$ cat src/rtl/hex_stream_pkg.sv
// rtl/hex_stream_pkg.sv - state encoding and ASCII constants for the hex streamer
// Optional prefix state compiled in by HEX_STREAMER_PREFIX_EN.
package hex_stream_pkg;

    typedef enum logic [2:0] {
        ST_IDLE,
`ifdef HEX_STREAMER_PREFIX_EN
        ST_PREFIX,
`endif
        ST_DIGITS,
        ST_CR,
        ST_LF
    } state_t;

    localparam logic [7:0] ASCII_CR   = 8'h0D;
    localparam logic [7:0] ASCII_LF   = 8'h0A;
    localparam logic [7:0] ASCII_ZERO = 8'h30;
    localparam logic [7:0] ASCII_X    = 8'h78;
    localparam logic [7:0] ASCII_A    = 8'h41;

endpackage

$ cat src/rtl/nibble_to_ascii.sv
// rtl/nibble_to_ascii.sv - combinational 4-bit value to uppercase ASCII hex digit
module nibble_to_ascii
    import hex_stream_pkg::*;
(
    input  logic [3:0] nibble,
    output logic [7:0] ascii
);

    always_comb begin
        if (nibble < 4'd10) begin
            ascii = ASCII_ZERO + {4'b0000, nibble};
        end else begin
            ascii = ASCII_A + {4'b0000, nibble} - 8'd10;
        end
    end

endmodule

$ cat src/rtl/hex_ascii_streamer.sv
// rtl/hex_ascii_streamer.sv - prints a binary word as hex ASCII + CR LF to a byte stream
// Define HEX_STREAMER_PREFIX_EN to prepend "0x" to every word.
module hex_ascii_streamer
    import hex_stream_pkg::*;
#(
    parameter int DATA_NIBBLES = 8
) (
    input  logic                      clk,
    input  logic                      rst,
    input  logic [4*DATA_NIBBLES-1:0] word_in,
    input  logic                      word_valid,
    output logic                      word_ready,
    output logic [7:0]                tx_data,
    output logic                      tx_data_valid,
    input  logic                      tx_data_ready,
    output logic                      busy
);

    localparam int         W         = 4 * DATA_NIBBLES;
    localparam logic [3:0] LAST_DIGIT = 4'(DATA_NIBBLES - 1);

    state_t         state;
    logic [W-1:0]   word_q;
    logic [3:0]     cnt;
    logic [3:0]     sel_cnt;
    logic [W-1:0]   sel_word;
    logic [W-1:0]   shifted;
    logic [5:0]     pos;
    logic [3:0]     nibble;
    logic [7:0]     digit_ascii;
    logic           hs;
`ifdef HEX_STREAMER_PREFIX_EN
    logic           prefix_second;
`endif

    assign hs         = tx_data_valid && tx_data_ready;
    assign word_ready = (state == ST_IDLE);
    assign busy       = (state != ST_IDLE);

    // Select the digit that will be presented next: the first digit comes
    // straight from word_in at acceptance, later ones from the captured word.
    always_comb begin
        sel_word = (state == ST_IDLE) ? word_in : word_q;
        sel_cnt  = (state == ST_DIGITS) ? (cnt + 4'd1) : 4'd0;
        pos      = 6'(DATA_NIBBLES - 1) - {2'b00, sel_cnt};
        shifted  = sel_word >> {pos, 2'b00};
        nibble   = shifted[3:0];
    end

    nibble_to_ascii u_nibble_to_ascii (
        .nibble (nibble),
        .ascii  (digit_ascii)
    );

    always_ff @(posedge clk) begin
        if (rst) begin
            state         <= ST_IDLE;
            tx_data       <= 8'h00;
            tx_data_valid <= 1'b0;
            cnt           <= 4'd0;
            word_q        <= '0;
`ifdef HEX_STREAMER_PREFIX_EN
            prefix_second <= 1'b0;
`endif
        end else begin
            case (state)
                ST_IDLE: begin
                    if (word_valid) begin
                        word_q        <= word_in;
                        cnt           <= 4'd0;
                        tx_data_valid <= 1'b1;
`ifdef HEX_STREAMER_PREFIX_EN
                        state         <= ST_PREFIX;
                        prefix_second <= 1'b0;
                        tx_data       <= ASCII_ZERO;
`else
                        state         <= ST_DIGITS;
                        tx_data       <= digit_ascii;
`endif
                    end
                end
`ifdef HEX_STREAMER_PREFIX_EN
                ST_PREFIX: begin
                    if (hs) begin
                        if (!prefix_second) begin
                            prefix_second <= 1'b1;
                            tx_data       <= ASCII_X;
                        end else begin
                            state   <= ST_DIGITS;
                            tx_data <= digit_ascii;
                        end
                    end
                end
`endif
                ST_DIGITS: begin
                    if (hs) begin
                        if (cnt == LAST_DIGIT) begin
                            state   <= ST_CR;
                            tx_data <= ASCII_CR;
                        end else begin
                            cnt     <= cnt + 4'd1;
                            tx_data <= digit_ascii;
                        end
                    end
                end
                ST_CR: begin
                    if (hs) begin
                        state   <= ST_LF;
                        tx_data <= ASCII_LF;
                    end
                end
                ST_LF: begin
                    if (hs) begin
                        state         <= ST_IDLE;
                        tx_data_valid <= 1'b0;
                        tx_data       <= 8'h00;
                    end
                end
                default: begin
                    state         <= ST_IDLE;
                    tx_data_valid <= 1'b0;
                end
            endcase
        end
    end

endmodule

$ cat config.mk
export PLATFORM = sky130hd
export DESIGN_NAME = hex_ascii_streamer
export DESIGN_NICKNAME = d
export VERILOG_FILES = /design/src/rtl/hex_stream_pkg.sv /design/src/rtl/nibble_to_ascii.sv /design/src/rtl/hex_ascii_streamer.sv
export SDC_FILE = /design/constraint.sdc
export NUM_CORES = 1
export LEC_CHECK = 0
export CORE_ASPECT_RATIO = 1.1
export CORE_MARGIN = 5
export CORE_UTILIZATION = 48
export CTS_BUF_LIST = sky130_fd_sc_hd__clkbuf_8 sky130_fd_sc_hd__clkbuf_16
export CTS_CLUSTER_DIAMETER = 150
export CTS_CLUSTER_SIZE = 12
export DETAILED_ROUTE_END_ITERATION = 6
export GPL_TIMING_DRIVEN = 0
export PLACE_DENSITY_LB_ADDON = 0.3
export SYNTH_ARGS = -nofsm -noshare
export SYNTH_HDL_FRONTEND = slang
export SYNTH_HIERARCHICAL = 1
export SYNTH_SLANG_ARGS = --single-unit
export TNS_END_PERCENT = 100
$ cat constraint.sdc
create_clock -name clk -period 2.65 [get_ports clk]
set_clock_uncertainty 0.15 [all_clocks]
set_input_delay 0.3975 -clock clk [delete_from_list [all_inputs] [get_ports clk]]
set_output_delay 0.3975 -clock clk [all_outputs]
set_load 0.1 [all_outputs]
Word-level counts from Yosys, hierarchy flattened
Index checks and enable logic that the tools add are counted.
{"block": "classes", "add_sub_neg": 5, "order_cmp": 1, "n_eq_ne": 10, "shifts": 1, "mux": 22, "bitwise_logic": 1, "n_reduce_logical": 11}
{"op": "2-to-1 mux 8 bit", "count": 6}
{"op": "2-to-1 mux 32 bit", "count": 1}
{"op": "case mux 8 bit (4 select lines)", "count": 1}
{"op": ">> shifter 32 x 8 -> 4 bit", "count": 1}
{"op": "2-to-1 mux 4 bit", "count": 4}
{"op": "2-to-1 mux 3 bit", "count": 5}
{"op": "case mux 3 bit (4 select lines)", "count": 1}
{"op": "!= test 2 bit (second input constant)", "count": 5}
{"op": "AND reduction 5 bit", "count": 2}
{"op": "adder 7 x 4 -> 8 bit (first input constant)", "count": 1}
{"op": "case mux 4 bit (2 select lines)", "count": 1}
{"op": "subtractor 8 x 4 -> 8 bit (second input constant)", "count": 1}
{"op": "adder 6 x 4 -> 7 bit (first input constant)", "count": 1}
{"op": "== test 3 x 2 -> 1 bit (second input constant)", "count": 2}
{"op": "subtractor 3 x 4 -> 5 bit (first input constant)", "count": 1}
{"op": "adder 4 x 1 -> 4 bit (second input constant)", "count": 1}
{"op": "== test 4 x 3 -> 1 bit (second input constant)", "count": 1}
{"op": "< comparator 4 bit (second input constant)", "count": 1}
{"op": "AND reduction 4 bit", "count": 1}
{"op": "nonzero test 4 bit", "count": 1}
{"op": "== test 3 x 1 -> 1 bit (second input constant)", "count": 1}
{"op": "zero test 3 bit", "count": 1}
{"op": "case mux 1 bit (3 select lines)", "count": 1}
{"op": "AND reduction 3 bit", "count": 1}
{"op": "other kinds (8)", "count": 9}
{"block": "word_totals", "ff_bits": 48, "input_bits": 36, "output_inout_bits": 11, "wordCells": 56}

Depth between registers and ports, before layout
Gate-level depths: netlist (run 1).
{"block": "logic_depth", "depth_word": 10, "depth_mapped": 14, "depth_no_buf": 12}

Modules after synthesis
Netlist (run 1), hierarchy kept.
{"mod": "hex_ascii_streamer", "instances": 1, "cells_per_inst": 309, "area_per_inst_um2": 2621.3, "seq_area_each_um2": 940.9}
{"mod": "nibble_to_ascii", "instances": 1, "cells_per_inst": 16, "area_per_inst_um2": 105.1, "seq_area_each_um2": 0.0}

Worst setup path before layout (run 1)
OpenSTA, ideal clock, no wires.
{"block": "synth_timing", "kind": "register -> register", "from": "reg state[0]", "to": "reg tx_data[2]", "setup_ps": 132, "arrival_time_ps": 3522, "required_ps": 2368, "slack_ps": -1154, "path_stages_with_launch": 12, "n_path_buf": 1, "synth_period_minus_slack_ps": 3804, "path_cell_list": "dfxtp_1 -> inv_1 -> ha_1 -> buf_6 -> inv_1 -> mux4_2 -> a22oi_1 -> a21oi_1 -> nand2_2 -> mux2_1 -> o221ai_1 -> a21oi_1"}
{"block": "synth_between", "elab_cells_between_ends": 23, "cone_classes": "4 x add/sub; 1 x order compare; 7 x eq/ne; 1 x shift; 7 x mux; 3 x reduce/logical"}
{"element": "start: declaration", "line": "hex_ascii_streamer.sv:22", "source": "state_t state;"}
{"element": "start signal: assignment", "line": "hex_ascii_streamer.sv:57", "source": "state <= ST_IDLE;"}
{"element": "start signal: assignment", "line": "hex_ascii_streamer.sv:77", "source": "state <= ST_DIGITS;"}
{"element": "start signal: assignment", "line": "hex_ascii_streamer.sv:98", "source": "state <= ST_CR;"}
{"element": "zero test 3 bit *"}
{"element": "named net word_ready", "line": "hex_ascii_streamer.sv:12", "source": "output logic word_ready,"}
{"element": "2-to-1 mux 32 bit *", "line": "hex_ascii_streamer.sv:43", "source": "sel_word = (state == ST_IDLE) ? word_in : word_q;"}
{"element": ">> shifter 32 x 8 -> 4 bit *", "line": "hex_ascii_streamer.sv:46", "source": "shifted = sel_word >> {pos, 2'b00};"}
{"element": "named net shifted[3]", "line": "hex_ascii_streamer.sv:27", "source": "logic [W-1:0] shifted;"}
{"element": "< comparator 4 bit *", "line": "nibble_to_ascii.sv:10", "source": "if (nibble < 4'd10) begin"}
{"element": "2-to-1 mux 8 bit *", "line": "nibble_to_ascii.sv:10"}
{"element": "named net digit_ascii[2]", "line": "hex_ascii_streamer.sv:30", "source": "logic [7:0] digit_ascii;"}
{"element": "2-to-1 mux 8 bit", "line": "hex_ascii_streamer.sv:97", "source": "if (cnt == LAST_DIGIT) begin"}
{"element": "2-to-1 mux 8 bit", "line": "hex_ascii_streamer.sv:96", "source": "if (hs) begin"}
{"element": "case mux 8 bit (4 select lines) *", "line": "hex_ascii_streamer.sv:66", "source": "case (state)"}
{"element": "end signal: assignment", "line": "hex_ascii_streamer.sv:78", "source": "tx_data <= digit_ascii;"}
{"element": "end signal: assignment", "line": "hex_ascii_streamer.sv:102", "source": "tx_data <= digit_ascii;"}
{"element": "end: declaration", "line": "hex_ascii_streamer.sv:13", "source": "output logic [7:0] tx_data,"}
The timed path passes the listed nets; every way through them passes the cells marked *. The select of a mux whose other input is x is not followed.
A chain may end at the register's enable or synchronous reset.

Worst setup path in the final report (run 1)
{"block": "layout_timing", "from": "reg state[0]", "to": "reg tx_data[2]"}
{"block": "layout_between", "elab_chain_len": 10, "elab_cells_between_ends": 23, "cone_classes": "4 x add/sub; 1 x order compare; 7 x eq/ne; 1 x shift; 7 x mux; 3 x reduce/logical"}
{"element": "== test 3 x 1 -> 1 bit", "line": "hex_ascii_streamer.sv:44", "source": "sel_cnt = (state == ST_DIGITS) ? (cnt + 4'd1) : 4'd0;"}
{"element": "2-to-1 mux 4 bit", "line": "hex_ascii_streamer.sv:44"}
{"element": "subtractor 3 x 4 -> 5 bit", "line": "hex_ascii_streamer.sv:45", "source": "pos = 6'(DATA_NIBBLES - 1) - {2'b00, sel_cnt};"}
{"element": ">> shifter 32 x 8 -> 4 bit *", "line": "hex_ascii_streamer.sv:46"}
{"element": "named net shifted[1]", "line": "hex_ascii_streamer.sv:27"}
{"element": "adder 7 x 4 -> 8 bit", "line": "nibble_to_ascii.sv:13", "source": "ascii = ASCII_A + {4'b0000, nibble} - 8'd10;"}
{"element": "subtractor 8 x 4 -> 8 bit", "line": "nibble_to_ascii.sv:13"}
{"element": "2-to-1 mux 8 bit *", "line": "nibble_to_ascii.sv:10"}
{"element": "named net digit_ascii[2]", "line": "hex_ascii_streamer.sv:30"}
{"element": "2-to-1 mux 8 bit", "line": "hex_ascii_streamer.sv:97"}
{"element": "2-to-1 mux 8 bit", "line": "hex_ascii_streamer.sv:96"}
{"element": "case mux 8 bit (4 select lines) *", "line": "hex_ascii_streamer.sv:66"}
Marks and branches as above.

==> impl_metrics.yaml, run 1 <==
die:
  ios: 47
  num_rows: 28
  fp.dieW_um: 81.9
  die_y_um: 89.0
  die_area_mm2: 0.00729
  coreArea_mm2: 0.00547
  start_util: 0.499
clocking:
  cts_tree: "built"
  root_buffer: "clkbuf_8"
  cts_hold_buffers: 0
  clk_latency_ns: 0.32
  cts_buffer_depth: 2
  cts_sinks: 47
  cts_buffers: 5
  ctsHtreeMaxLevel: 2
  clkTransAtPathRegs_ns: 0.10
flow_run:
  maxCapViolations: 0
place:
  dp.cells: 445
  post_dp_cell_area_mm2: 0.00333
  place_ws_ns: -0.489
  place.gp.congestion: 0.899
  hpwl_um: 5260
  placement.io_buffers: 45
synthesis:
  ys_seq_area_frac: 0.345
  syn_nets: 367
  yosys_warnings: 6
  synth.largest_area_cell: "dfxtp_1"
  synth_edf_count: 0
  synth_cell_type_count: 53
  yosys-top-cells-area: "dfxtp_1 35%, nand2_1 11%, a21oi_1 9.5%"
  synth_cells: 325
  synth_area_mm2: 0.00273
  async_flop_share: 0
  synth.avg_cell_area_um2: 8.39
  ys.flop_type: "dfxtp_1"
  synth_seq_cells: 47
  synth_top_area_frac: 0.345
route:
  antenna_left: 0
  routedWlPerCell_um: 17.1
  wl_um: 8120
  dr.first_iter.drc_count: 161
  vias: 2713
  drc: 0
  firstDrtPassIters: 4
  drt-met1-wl_um: 3290
  route.met3.wl_um: 393
  top_layer: "met4"
  viasPerCell: 5.72
  wl_met2_um: 4250
finish:
  area_growth_pct: 42.1
  fin_util: 0.709
  multi_input_area_mm2: 0.00184
  regArea_um2: 947
  nFillCells: 434
  diodes: 0
  num-nets-final: 440
  layout-drive-gt1-share: 0.256
  stdcell_count: 474
  final_area_mm2: 0.00387
critical_path:
  crit_path_max_fanout: 4
  crit_path_end_kind: "flip-flop"
  path_class: "flip-flop to flip-flop"
  arrival_ns: 2.87
  start_kind: "flip-flop"
  crit_required_ns: 2.69
sta:
  layout_setup_ws_ns: -0.174
  hold_viol_final: 0
  max_freq_mhz: 354
  finalCritPeriodShare: 1.07
  worstMarginPinSlew_ns: 0.969
  finalSetupViolCount: 4
  post-route-min-period_ns: 2.82
  slew_violations: 0
  setup_tns_ns: -0.334
  rsz0062_at_grt: "true"
  maxSlewHeadroom: 0.352
grt:
  grt_overflow: 0
  grt.total_usage: 0.224
  grt_pass1_wl_um: 12400
  first_global_vias: 2595
  antenna_found_initial: 0
  grt_max_degree: 15
run_status:
  violations: "setup timing"
  status: "finished, violations left"
worst_hold_path:
  hp-class: "flip-flop to flip-flop"
power:
  max-vdd-ir-drop_mv: 0.692
  p_leak_nw: 1.44
  power_density_mw_per_mm2: 1220
[kinds of logic (layout without fill, tap and decap cells)]
family,Yosys count,after routing,share of synthesized area
AO/OA/AOI/OAI,82,82,0.186
XOR/XNOR,4,4,0.0129
adder cells (fa/ha/maj),6,6,0.0275
buffers and inverters,31,105,0.0583
flip-flops,47,47,0.345
multiplexers,18,18,0.130
other,1,1,0.00138
AND/OR/NAND/NOR,136,136,0.238
[cells in the final DEF, fill, tap and decap left out, types with 7 or more instances in the layout]
cell	synthesis	layout
nand2_1	77	76
a21oi_1	52	44
dfxtp_1	47	44
clkdlybuf4s50_1	0	43
buf_4	3	18
nor2_1	14	13
mux4_2	10	11
clkbuf_1	11	9
clkbuf_8	0	7
buf_6	3	7
[critical path, stage by stage (launching register included)]
cell       delay, ns
dfxtp_4         0.36
buf_6           0.11
ha_4            0.15
or2b_4          0.23
buf_6           0.12
nor2_2          0.04
a22o_1          0.26
a2111oi_4       0.40
inv_1           0.13
ha_4            0.18
nand2_2         0.05
mux2_4          0.31
o221ai_4        0.14
a21oi_2         0.07
[report_power, final]
part	switching, mW	internal, mW
Combinational	1.77	1.44
Sequential	0.0869	0.854
Clock	0.264	0.306
[timing repair]
item / 4_1_cts / 5_1_grt
setup endpoints to repair: 8 / 7
gates cloned: 1 / 1
pin swaps: 13 / 17
gates resized for setup: 47 / 17
setup buffers: 13 / 6
[cells in the mapped netlist, drive strengths merged (2+ instances only)]
master and count:
a2111oi 4, a21o 2, a21oi 52, a22oi 4
and2 6, and3b 3, and4 2, buf 12
clkbuf 12, dfxtp 47, ha 6, inv 7
mux2i 4, mux4 13, nand2 78, nand3 6
nand4 2, nor2 14, nor2b 3, nor3 8
nor3b 4, nor4 2, nor4b 2, o21ai 8
o221ai 4, or4 2, xnor2 3
[per-layer routing]
layer	vias to the layer above	global-route usage
li1	1301	-
met1	1308	0.267
met2	84	0.378
met3	20	0.0383
met4	0	0.134
met5	-	0
[worst paths after layout]
kind / end / start / depth (start not counted) / slack (ns)
max: tx_data[2] / state[0] / 13 / -0.17
min: tx_data[4] / tx_data[4] / 2 / 0.31
max reg2reg: tx_data[2] / state[0] / 13 / -0.17
min reg2reg: tx_data[4] / tx_data[4] / 2 / 0.31
[state kept, by name, summed over array words and instances (netlist names)]
name           flops
tx_data_valid      1
tx_data            8
state              2
cnt                4
word_q            32
[metrics by stage]
step | hold WS, ns | total power, mW
after detailed placement | 0.297 | 3.42
after floorplan | 0.282 | 2.88
after global routing | 0.327 | 4.95
final | 0.306 | 4.72
after global placement | 0.289 | 3.38
after CTS | 0.309 | 4.43
[layout make-up]
class	instances	share of cell area
Clock inverter	2	0.00904
Multi-Input combinational cell	247	0.476
Inverter	7	0.00840
Timing Repair Buffer	66	0.167
Clock buffer	6	0.0213
Buffer	24	0.0501
Sequential cell	47	0.245
Tap cell	75	0.0242
Note: power is estimated with default switching activity, not from simulation.
==> run 2: changes to the inputs <==
- GPL_ROUTABILITY_DRIVEN: not set -> 1
- SLEW_MARGIN: not set -> 0
==> results of run 2 <==
Final layout, timing and power as in run 1 (identical DEF).
